## src/rtl/uart_rx_os16_pkg.sv

```systemverilog
// Shared types, constants and helpers for the SNN UART receive/transmit path.
// Optional feature macro: UART_RX_PARITY_EN (adds the PARITY state for 8E1 frames).
package snn_uart_pkg;

  typedef enum logic [2:0] {
    IDLE      = 3'd0,
    START     = 3'd1,
    DATA      = 3'd2,
`ifdef UART_RX_PARITY_EN
    PARITY    = 3'd3,
`endif
    STOP      = 3'd4,
    WAIT_HIGH = 3'd5
  } rx_state_t;

  localparam int         OVERSAMPLE  = 16;
  localparam logic [3:0] VOTE_S0     = 4'd7;
  localparam logic [3:0] VOTE_S1     = 4'd8;
  localparam logic [3:0] VOTE_S2     = 4'd9;
  localparam logic [3:0] STOP_DECIDE = 4'd9;
  localparam logic [3:0] LAST_TICK   = 4'd15;

  // Rounded clocks per 1/OVERSAMPLE bit period.
  function automatic int baud_div(input int clk_hz, input int baud);
    return (clk_hz + baud * (OVERSAMPLE / 2)) / (baud * OVERSAMPLE);
  endfunction

  function automatic logic maj3(input logic a, input logic b, input logic c);
    return (a & b) | (a & c) | (b & c);
  endfunction

  // Even-parity bit: makes the total count of ones (data + parity) even.
  function automatic logic even_par(input logic [7:0] d);
    return ^d;
  endfunction

endpackage

```

## src/rtl/uart_rx_os16_baud_tick_gen.sv

```systemverilog
// Prescaler producing a registered one-clock tick every DIV enabled clocks.
// Synchronous clear restarts the count from zero; shared with the transmit side.
module baud_tick_gen #(
  parameter int DIV = 326
) (
  input  logic clk,
  input  logic rst_n,
  input  logic clr,
  input  logic en,
  output logic tick
);

  localparam int            CW   = (DIV > 1) ? $clog2(DIV) : 1;
  localparam logic [CW-1:0] LAST = CW'(DIV - 1);
  localparam logic [CW-1:0] ONE  = CW'(1);

  logic [CW-1:0] cnt_r;
  logic          tick_r;

  // Prescaler count and tick register.
  always_ff @(posedge clk or negedge rst_n) begin
    if (!rst_n) begin
      cnt_r  <= '0;
      tick_r <= 1'b0;
    end else if (clr) begin
      cnt_r  <= '0;
      tick_r <= 1'b0;
    end else if (en) begin
      if (cnt_r == LAST) begin
        cnt_r  <= '0;
        tick_r <= 1'b1;
      end else begin
        cnt_r  <= cnt_r + ONE;
        tick_r <= 1'b0;
      end
    end else begin
      tick_r <= 1'b0;
    end
  end

  assign tick = tick_r;

endmodule

```

## src/rtl/uart_rx_os16.sv

```systemverilog
// 16x oversampling UART receiver with 3-sample majority vote, false-start rejection
// and framing error detection. Define UART_RX_PARITY_EN for 8E1 frames with parity_err.
module uart_rx_os16
  import snn_uart_pkg::*;
#(
  parameter int CLK_FREQ_HZ = 50_000_000,
  parameter int BAUD        = 9600
) (
  input  logic       clk,
  input  logic       rst_n,
  input  logic       rx,
  output logic [7:0] rx_data,
  output logic       rx_rdy,
  output logic       frame_err,
  output logic       parity_err
);

  localparam int TICK_DIV = baud_div(CLK_FREQ_HZ, BAUD);

  rx_state_t  state_r, state_nx;
  logic [3:0] tick_cnt_r, tick_cnt_nx;
  logic [2:0] bit_idx_r, bit_idx_nx;
  logic [7:0] shift_r, shift_nx;
  logic [1:0] samp_r, samp_nx;
  logic       bit_r, bit_nx;
  logic [7:0] data_r, data_nx;
  logic       rdy_r, rdy_nx;
  logic       ferr_r, ferr_nx;
`ifdef UART_RX_PARITY_EN
  logic       par_bad_r, par_bad_nx;
  logic       perr_r, perr_nx;
`endif
  logic       tick_s, clr_s, en_s, vote_s;

  // Prescaler stays cleared in IDLE and restarts on the same cycle the start edge is seen.
  assign clr_s = (state_nx == IDLE);
  assign en_s  = (state_r != IDLE) | ~rx;

  baud_tick_gen #(.DIV(TICK_DIV)) u_tick (
    .clk   (clk),
    .rst_n (rst_n),
    .clr   (clr_s),
    .en    (en_s),
    .tick  (tick_s)
  );

  // Next-state, sampling and strobe logic.
  always_comb begin
    state_nx    = state_r;
    tick_cnt_nx = tick_cnt_r;
    bit_idx_nx  = bit_idx_r;
    shift_nx    = shift_r;
    samp_nx     = samp_r;
    bit_nx      = bit_r;
    data_nx     = data_r;
    rdy_nx      = 1'b0;
    ferr_nx     = 1'b0;
`ifdef UART_RX_PARITY_EN
    par_bad_nx  = par_bad_r;
    perr_nx     = 1'b0;
`endif
    vote_s      = maj3(samp_r[0], samp_r[1], rx);

    if (tick_s) begin
      tick_cnt_nx = tick_cnt_r + 4'd1;
      if (tick_cnt_r == VOTE_S0) begin
        samp_nx[0] = rx;
      end else if (tick_cnt_r == VOTE_S1) begin
        samp_nx[1] = rx;
      end else if (tick_cnt_r == VOTE_S2) begin
        bit_nx = vote_s;
      end else begin
        bit_nx = bit_r;
      end
    end else begin
      tick_cnt_nx = tick_cnt_r;
    end

    case (state_r)
      IDLE: begin
`ifdef UART_RX_PARITY_EN
        par_bad_nx = 1'b0;
`endif
        if (!rx) begin
          state_nx = START;
        end else begin
          state_nx = IDLE;
        end
      end
      START: begin
        // A start bit that votes high was only a glitch.
        if (tick_s && tick_cnt_r == LAST_TICK) begin
          state_nx = bit_r ? IDLE : DATA;
        end else begin
          state_nx = START;
        end
      end
      DATA: begin
        if (tick_s && tick_cnt_r == LAST_TICK) begin
          shift_nx   = {bit_r, shift_r[7:1]};
          bit_idx_nx = bit_idx_r + 3'd1;
          if (bit_idx_r == 3'd7) begin
`ifdef UART_RX_PARITY_EN
            state_nx = PARITY;
`else
            state_nx = STOP;
`endif
          end else begin
            state_nx = DATA;
          end
        end else begin
          state_nx = DATA;
        end
      end
`ifdef UART_RX_PARITY_EN
      PARITY: begin
        if (tick_s && tick_cnt_r == LAST_TICK) begin
          par_bad_nx = (bit_r != even_par(shift_r));
          state_nx   = STOP;
        end else begin
          state_nx = PARITY;
        end
      end
`endif
      STOP: begin
        // Decide mid-bit so a back-to-back start edge finds us already idle.
        if (tick_s && tick_cnt_r == STOP_DECIDE) begin
          if (!vote_s) begin
            ferr_nx     = 1'b1;
            state_nx    = WAIT_HIGH;
            tick_cnt_nx = 4'd0;
`ifdef UART_RX_PARITY_EN
          end else if (par_bad_r) begin
            perr_nx  = 1'b1;
            state_nx = IDLE;
`endif
          end else begin
            data_nx  = shift_r;
            rdy_nx   = 1'b1;
            state_nx = IDLE;
          end
        end else begin
          state_nx = STOP;
        end
      end
      WAIT_HIGH: begin
        // Need 16 consecutive high ticks; any low sample restarts the count.
        if (!rx) begin
          tick_cnt_nx = 4'd0;
          state_nx    = WAIT_HIGH;
        end else if (tick_s && tick_cnt_r == LAST_TICK) begin
          state_nx = IDLE;
        end else begin
          state_nx = WAIT_HIGH;
        end
      end
      default: begin
        state_nx = IDLE;
      end
    endcase

    if (state_nx == IDLE) begin
      tick_cnt_nx = 4'd0;
      bit_idx_nx  = 3'd0;
    end else begin
      bit_idx_nx  = bit_idx_nx;
    end
  end

  // State and datapath registers.
  always_ff @(posedge clk or negedge rst_n) begin
    if (!rst_n) begin
      state_r    <= IDLE;
      tick_cnt_r <= 4'd0;
      bit_idx_r  <= 3'd0;
      shift_r    <= 8'h00;
      samp_r     <= 2'b00;
      bit_r      <= 1'b0;
      data_r     <= 8'h00;
      rdy_r      <= 1'b0;
      ferr_r     <= 1'b0;
`ifdef UART_RX_PARITY_EN
      par_bad_r  <= 1'b0;
      perr_r     <= 1'b0;
`endif
    end else begin
      state_r    <= state_nx;
      tick_cnt_r <= tick_cnt_nx;
      bit_idx_r  <= bit_idx_nx;
      shift_r    <= shift_nx;
      samp_r     <= samp_nx;
      bit_r      <= bit_nx;
      data_r     <= data_nx;
      rdy_r      <= rdy_nx;
      ferr_r     <= ferr_nx;
`ifdef UART_RX_PARITY_EN
      par_bad_r  <= par_bad_nx;
      perr_r     <= perr_nx;
`endif
    end
  end

  assign rx_data   = data_r;
  assign rx_rdy    = rdy_r;
  assign frame_err = ferr_r;
`ifdef UART_RX_PARITY_EN
  assign parity_err = perr_r;
`else
  assign parity_err = 1'b0;
`endif

endmodule

```

## config.mk

```make
export PLATFORM = sky130hd
export DESIGN_NAME = uart_rx_os16
export DESIGN_NICKNAME = d
export VERILOG_FILES = /design/src/rtl/uart_rx_os16_pkg.sv /design/src/rtl/uart_rx_os16_baud_tick_gen.sv /design/src/rtl/uart_rx_os16.sv
export SDC_FILE = /design/constraint.sdc
export NUM_CORES = 1
export LEC_CHECK = 0
export BUFFER_PORTS_ARGS = -buffer_cell sky130_fd_sc_hd__buf_2
export CORE_UTILIZATION = 45
export CTS_CLUSTER_SIZE = 30
export DETAILED_ROUTE_END_ITERATION = 8
export PLACE_DENSITY_LB_ADDON = 0.15
export SLEW_MARGIN = 30
export SYNTH_ARGS = -nofsm -noshare
export SYNTH_HDL_FRONTEND = slang
export SYNTH_HIERARCHICAL = 1
export SYNTH_SLANG_ARGS = --single-unit
```

## constraint.sdc

```tcl
create_clock -name clk -period 2.75 [get_ports clk]
set_input_delay 0.1375 -clock clk [delete_from_list [all_inputs] [get_ports clk]]
set_output_delay 0.1375 -clock clk [all_outputs]
set_load 0.005 [all_outputs]
```

After elaboration in Yosys (flattened, before gate mapping)

Cells that the tools add are included.

Register bits after elaboration: 41
Output and inout bits: 11
Input bits: 3

Multiplexer cells: 31
Add/sub/neg operators: 3
Reduce and logical (&&, ||, !) cells: 14
Eq/ne operators: 10
Bitwise logic cells: 9

Operator list:

| operator            | count |
|---|---|
| $mux 3              | 9 |
| $mux 9              | 3 |
| $mux 4              | 5 |
| $pmux 3 s5          | 1 |
| $eq 4x4->1 const B  | 3 |
| $mux 1              | 10 |
| $add 9x1->9 const B | 1 |
| $eq 3x3->1 const B  | 3 |
| $eq 9x9->1 const B  | 1 |
| $pmux 4 s2          | 1 |
| $logic_not 3->1     | 2 |
| $reduce_and 2->1    | 3 |
| $reduce_and 3->1    | 2 |
| $reduce_bool 2->1   | 3 |
| $add 4x1->4 const B | 1 |
| $eq 4x3->1 const B  | 1 |
| $mux 2              | 2 |
| $reduce_and 4->1    | 1 |
| $add 3x1->3 const B | 1 |
| $and 1x1->1         | 3 |
| $eq 3x1->1 const B  | 1 |
| $eq 3x2->1 const B  | 1 |
| $not 1->1           | 3 |
| $or 1x1->1          | 3 |
| 2 further kinds     | 3 |

Logic depth before layout (Yosys ltp)

Depth in word-level cells: 9
Gate-level depth with buffers: 11

By module

The synthesis kept the hierarchy.

Modules (own cells, without submodules):

| module        | times used | area an instance (um^2) | cells each |
|---|---|---|---|
| uart_rx_os16  | 1          | 1445.1                  | 113 |
| baud_tick_gen | 1          | 536.8                   | 54 |

Least setup slack after synthesis

No wires, ideal clock.

Path kind: register to register
Start: register tick_cnt_r[0]
End: register u_tick.cnt_r[6]
Setup time: 0.077 ns
Data required time: 2.673 ns
Period minus slack after synthesis: 2.403 ns
Arrival time: 2.326 ns
Cell stages (with the launch flop): 10
Slack: 0.347 ns
Cell sequence: dfrtp_1 ha_1 and4_1 a21oi_1 o21bai_1 and3_1 buf_4 o2111ai_1 or3_1 a21oi_1

Word-level cells in the longest chain between the ends: 7
Elaborated cells on any way between the ends: 13
Those cells by class: 2 x eq/ne; 7 x mux; 4 x reduce/logical

RTL lines:

| what                                        | RTL line                                                    | source |
|---|---|---|
| start, declared                             | uart_rx_os16.sv:21                                          | `logic [3:0] tick_cnt_r, tick_cnt_nx;` |
| start signal, assigned                      | uart_rx_os16.sv:188                                         | `tick_cnt_r <= tick_cnt_nx;` |
| $eq 4x4->1                                  | uart_rx_os16.sv:92, uart_rx_os16.sv:99, uart_rx_os16.sv:151 |  |
| $logic_and 1x1->1                           | uart_rx_os16.sv:92, uart_rx_os16.sv:99, uart_rx_os16.sv:151 |  |
| $mux 3                                      | uart_rx_os16.sv:151                                         | `end else if (tick_s && tick_cnt_r == LAST_TICK) begin` |
| $mux 3                                      | uart_rx_os16.sv:148                                         | `if (!rx) begin` |
| $pmux 3 s5 *                                | uart_rx_os16.sv:79                                          | `case (state_r)` |
| $logic_not 3->1 *                           | uart_rx_os16.sv:36                                          | `assign clr_s = (state_nx == IDLE);` |
| named net clr_s                             | uart_rx_os16.sv:33                                          | `logic tick_s, clr_s, en_s, vote_s;` |
| $mux 9 or $reduce_bool 2->1 (tied branches) | --                                                          |  |
| end signal, assigned                        | uart_rx_os16_baud_tick_gen.sv:33                            | `cnt_r <= cnt_r + ONE;` |
| end, declared                               | uart_rx_os16_baud_tick_gen.sv:17                            | `logic [CW-1:0] cnt_r;` |

Mark *: on every way through the listed nets, which the timed path passes. The rest lies on a longest branch.
A chain may end at the register's enable or synchronous reset.

Worst setup path in the final report

Start: register tick_cnt_r[1]
End: register u_tick.cnt_r[8]

The elaborated chain is that of the path after synthesis.

==> results.yml <==
synth:
  ys_async_sr_fraction_pct: 100
  ys_top_cells_by_count: "dfrtp_1, mux2_2, a21oi_1, inv_1, o21ai_0"
  synth_edf_count: 0
  synthesis.nets: 177
  yosysWarnings: 6
  synthesis.area_um2: 1980
  synth_cells: 167
  synth_flop_cell: "dfrtp_1"
  ys_seq_elements: 41
  synth_top_area_share_pct: 51.8
  ys_types: 37
  yosysTopAreaCell: "dfrtp_1"
  avgSynthCellArea_um2: 11.9
  post-synth-top-count-cell: "dfrtp_1"
  synthTopCellsByArea: "dfrtp_1, mux2_2, ha_1"
  seq_area_frac_synth_pct: 51.8
floorplanning:
  io_pins: 14
  initial_core_util_pct: 48.2
  die-width_um: 68.4
  rows: 23
  coreArea_um2: 4120
  die-area_um2: 4670
  die_h_um: 68.4
placement:
  dp_hpwl_um: 2570
  gp_congestion: 0.804
  post-place-ws_ns: 0.192
  place_inst: 226
  io_buffers: 12
timing:
  tightestPinTransition_ns: 0.553
  period_minus_slack_ns: 2.48
  worst_slack_ns: 0.273
  fin_skew_ns: 0.0100
  finalMaxSlewViolations: 0
  fmax_ghz: 0.404
  period_share_pct: 90.1
  hold_viol_final: 0
  rsz0062_at_grt: "false"
  setup_viol: 0
  fin_setup_tns_ns: 0
  relSlewSlack_pct: 63.0
drt:
  dr_total_vias: 1335
  viasPerCell: 5.68
  firstDrtPassIters: 4
  remaining_drc_errors: 0
  wl_um: 3550
  wl_per_cell_um: 15.1
  drtIter0Drc: 100
  ant_nets: 0
setup_path:
  path_buf_inv: 1
  cp_max_fo: 9
  crit_type: "reg -> reg"
  end_kind: "register"
  crit_slowest_cell: "dfrtp_1"
  path_cells: "inv_1, ha_1, nand4b_1, nor3b_1, o31a_1, and3_2, o2111ai_1, or3_1, a21oi_1"
  worst_ep_required_time_ns: 2.97
  reg2regPathDepth: 9
  arrival_ns: 2.69
  cp_slowest_stage_delay_ns: 0.41
  critPathLaunchType: "register"
  cp_top_family: "simple AND/OR/NAND/NOR gates"
  cp.depth: 9
layout:
  utilization_pct: 53.4
  drive_above_1_share_pct: 24.9
  fin_nets: 194
  syn_to_final_growth_pct: 10.8
  fillers: 371
  final_cells: 235
  antennaDiodeCount: 0
  regArea_um2: 1030
  multi_input_area_um2: 892
power_and_ir_drop:
  power.total_mw: 1.02
  power.leakage_nw: 1.01
  power_density_nw_per_um2: 464
  irDropWorstVdd_v: 0.000229
global_routing:
  grt_antenna_before_repair: 0
  grt_max_degree: 42
  first_global_vias: 1302
  track_usage_pct: 17.9
  gr-total-overflow: 0
  grt_pass1_wl_um: 6020
clock_tree:
  tritoncts: "built"
  insertion_delay_ns: 0.29
  clkSlewWorstSetupHoldPaths_ns: 0.08
  clockRootBuffer: "clkbuf_8"
  clkSinkCount: 41
  postCtsSetupRepairBufs: 0
  htree_levels: 2
  cts_buffers: 5
  clockBufferDepth: 2
min_path:
  holdPathStages: 2
  hold_class: "in -> reg"
flow_run:
  maxCapViolCount: 0
status:
  status: "completed"
logic make-up after synthesis:
logic type / after synthesis / synth area share [%]
AND/OR/NAND/NOR: 43 / 13.6
flip-flops: 41 / 51.8
AO/OA/AOI/OAI: 30 / 10.4
multiplexers: 22 / 12.3
buffers and inverters: 14 / 3.28
adder cells (fa/ha/maj): 8 / 4.99
XOR/XNOR: 8 / 3.54
other: 1 / 0.189
registers in the layout, summed over array words and instances, names as in the netlist:
| name | flops |
|---|---|
| samp_r | 2 |
| u_tick/tick | 1 |
| bit_idx_r | 3 |
| u_tick/cnt_r | 9 |
| shift_r | 8 |
| bit_r | 1 |
| state_r | 3 |
| frame_err | 1 |
| tick_cnt_r | 4 |
| rx_data | 8 |
| rx_rdy | 1 |
worst reg2reg max path: stages, from the launching register on:
cell	delay, ns
dfrtp_1	0.41
inv_1	0.10
ha_1	0.14
nand4b_1	0.17
nor3b_1	0.31
o31a_1	0.21
and3_2	0.28
o2111ai_1	0.24
or3_1	0.40
a21oi_1	0.16
where the power goes:
part	total [mW]	leakage, nW	internal, mW	switching [mW]
combinational	0.0215	0.441	0.00555	0.0159
sequential	0.605	0.528	0.604	0.000862
clock	0.394	0.0445	0.180	0.214
area by class of cell:
| cell class | instances | area share [%] |
|---|---|---|
| Sequential cell | 41 | 46.7 |
| Multi-Input combinational cell | 112 | 40.6 |
| Timing Repair Buffer | 16 | 4.33 |
| Clock buffer | 5 | 3.13 |
| Tap cell | 50 | 2.85 |
| Inverter | 8 | 1.37 |
| Clock inverter | 3 | 0.969 |
final timing paths:
check,start,end,slack (ns)
setup reg to reg,tick_cnt_r[1],u_tick/cnt_r[8],0.27
hold reg to reg,rx_data[0],rx_data[0],0.51
min in group asynchronous,rst_n,rx_data[2],0.35
max in group asynchronous,rst_n,tick_cnt_r[3],2.05
hold / removal,rx,samp_r[0],0.19
setup / recovery,tick_cnt_r[1],u_tick/cnt_r[8],0.27
routing by layer:
layer / routed length [um] / track usage (%) / part of all wire, %
met4: 49 / 6.51 / 1.4
met5: 0 / 0 / 0
met2: 1730 / 29.4 / 49
met3: 101 / 5.33 / 2.8
met1: 1670 / 22.1 / 47
what timing repair did:
item	4_1_cts	5_1_grt
hold endpoints to repair	32	0
gates resized for setup	0	1
hold buffers	1	0
setup endpoints to repair	0	2
placed cells by master (no fill, tap or decap), types with 2 or more instances in the layout:
cell type,synthesis,layout
clkbuf_8,0,5
nand4b_1,4,4
mux2i_1,3,3
or3_1,5,5
a21oi_1,8,8
o21bai_1,2,2
nand4_1,6,6
buf_2,4,11
nand2_1,5,5
nor4b_1,2,2
ha_1,7,7
a31oi_1,3,3
nand2b_1,3,3
mux2_2,19,19
inv_1,8,8
dfrtp_1,41,41
o21ai_0,8,8
o2111ai_1,2,2
buf_4,2,4
nor2_1,6,6
nor2b_1,2,2
a311oi_1,4,4
xor2_1,7,7
stage by stage:
stage                     hold slack [ns]  area (um^2)
after floorplan                    -0.158         1980
after global placement              0.288         2090
after detailed placement            0.312         2090
after CTS                           0.178         2190
after global routing                0.207         2200
final                               0.191         2200
No activity file was read; power rests on OpenSTA's default activity.
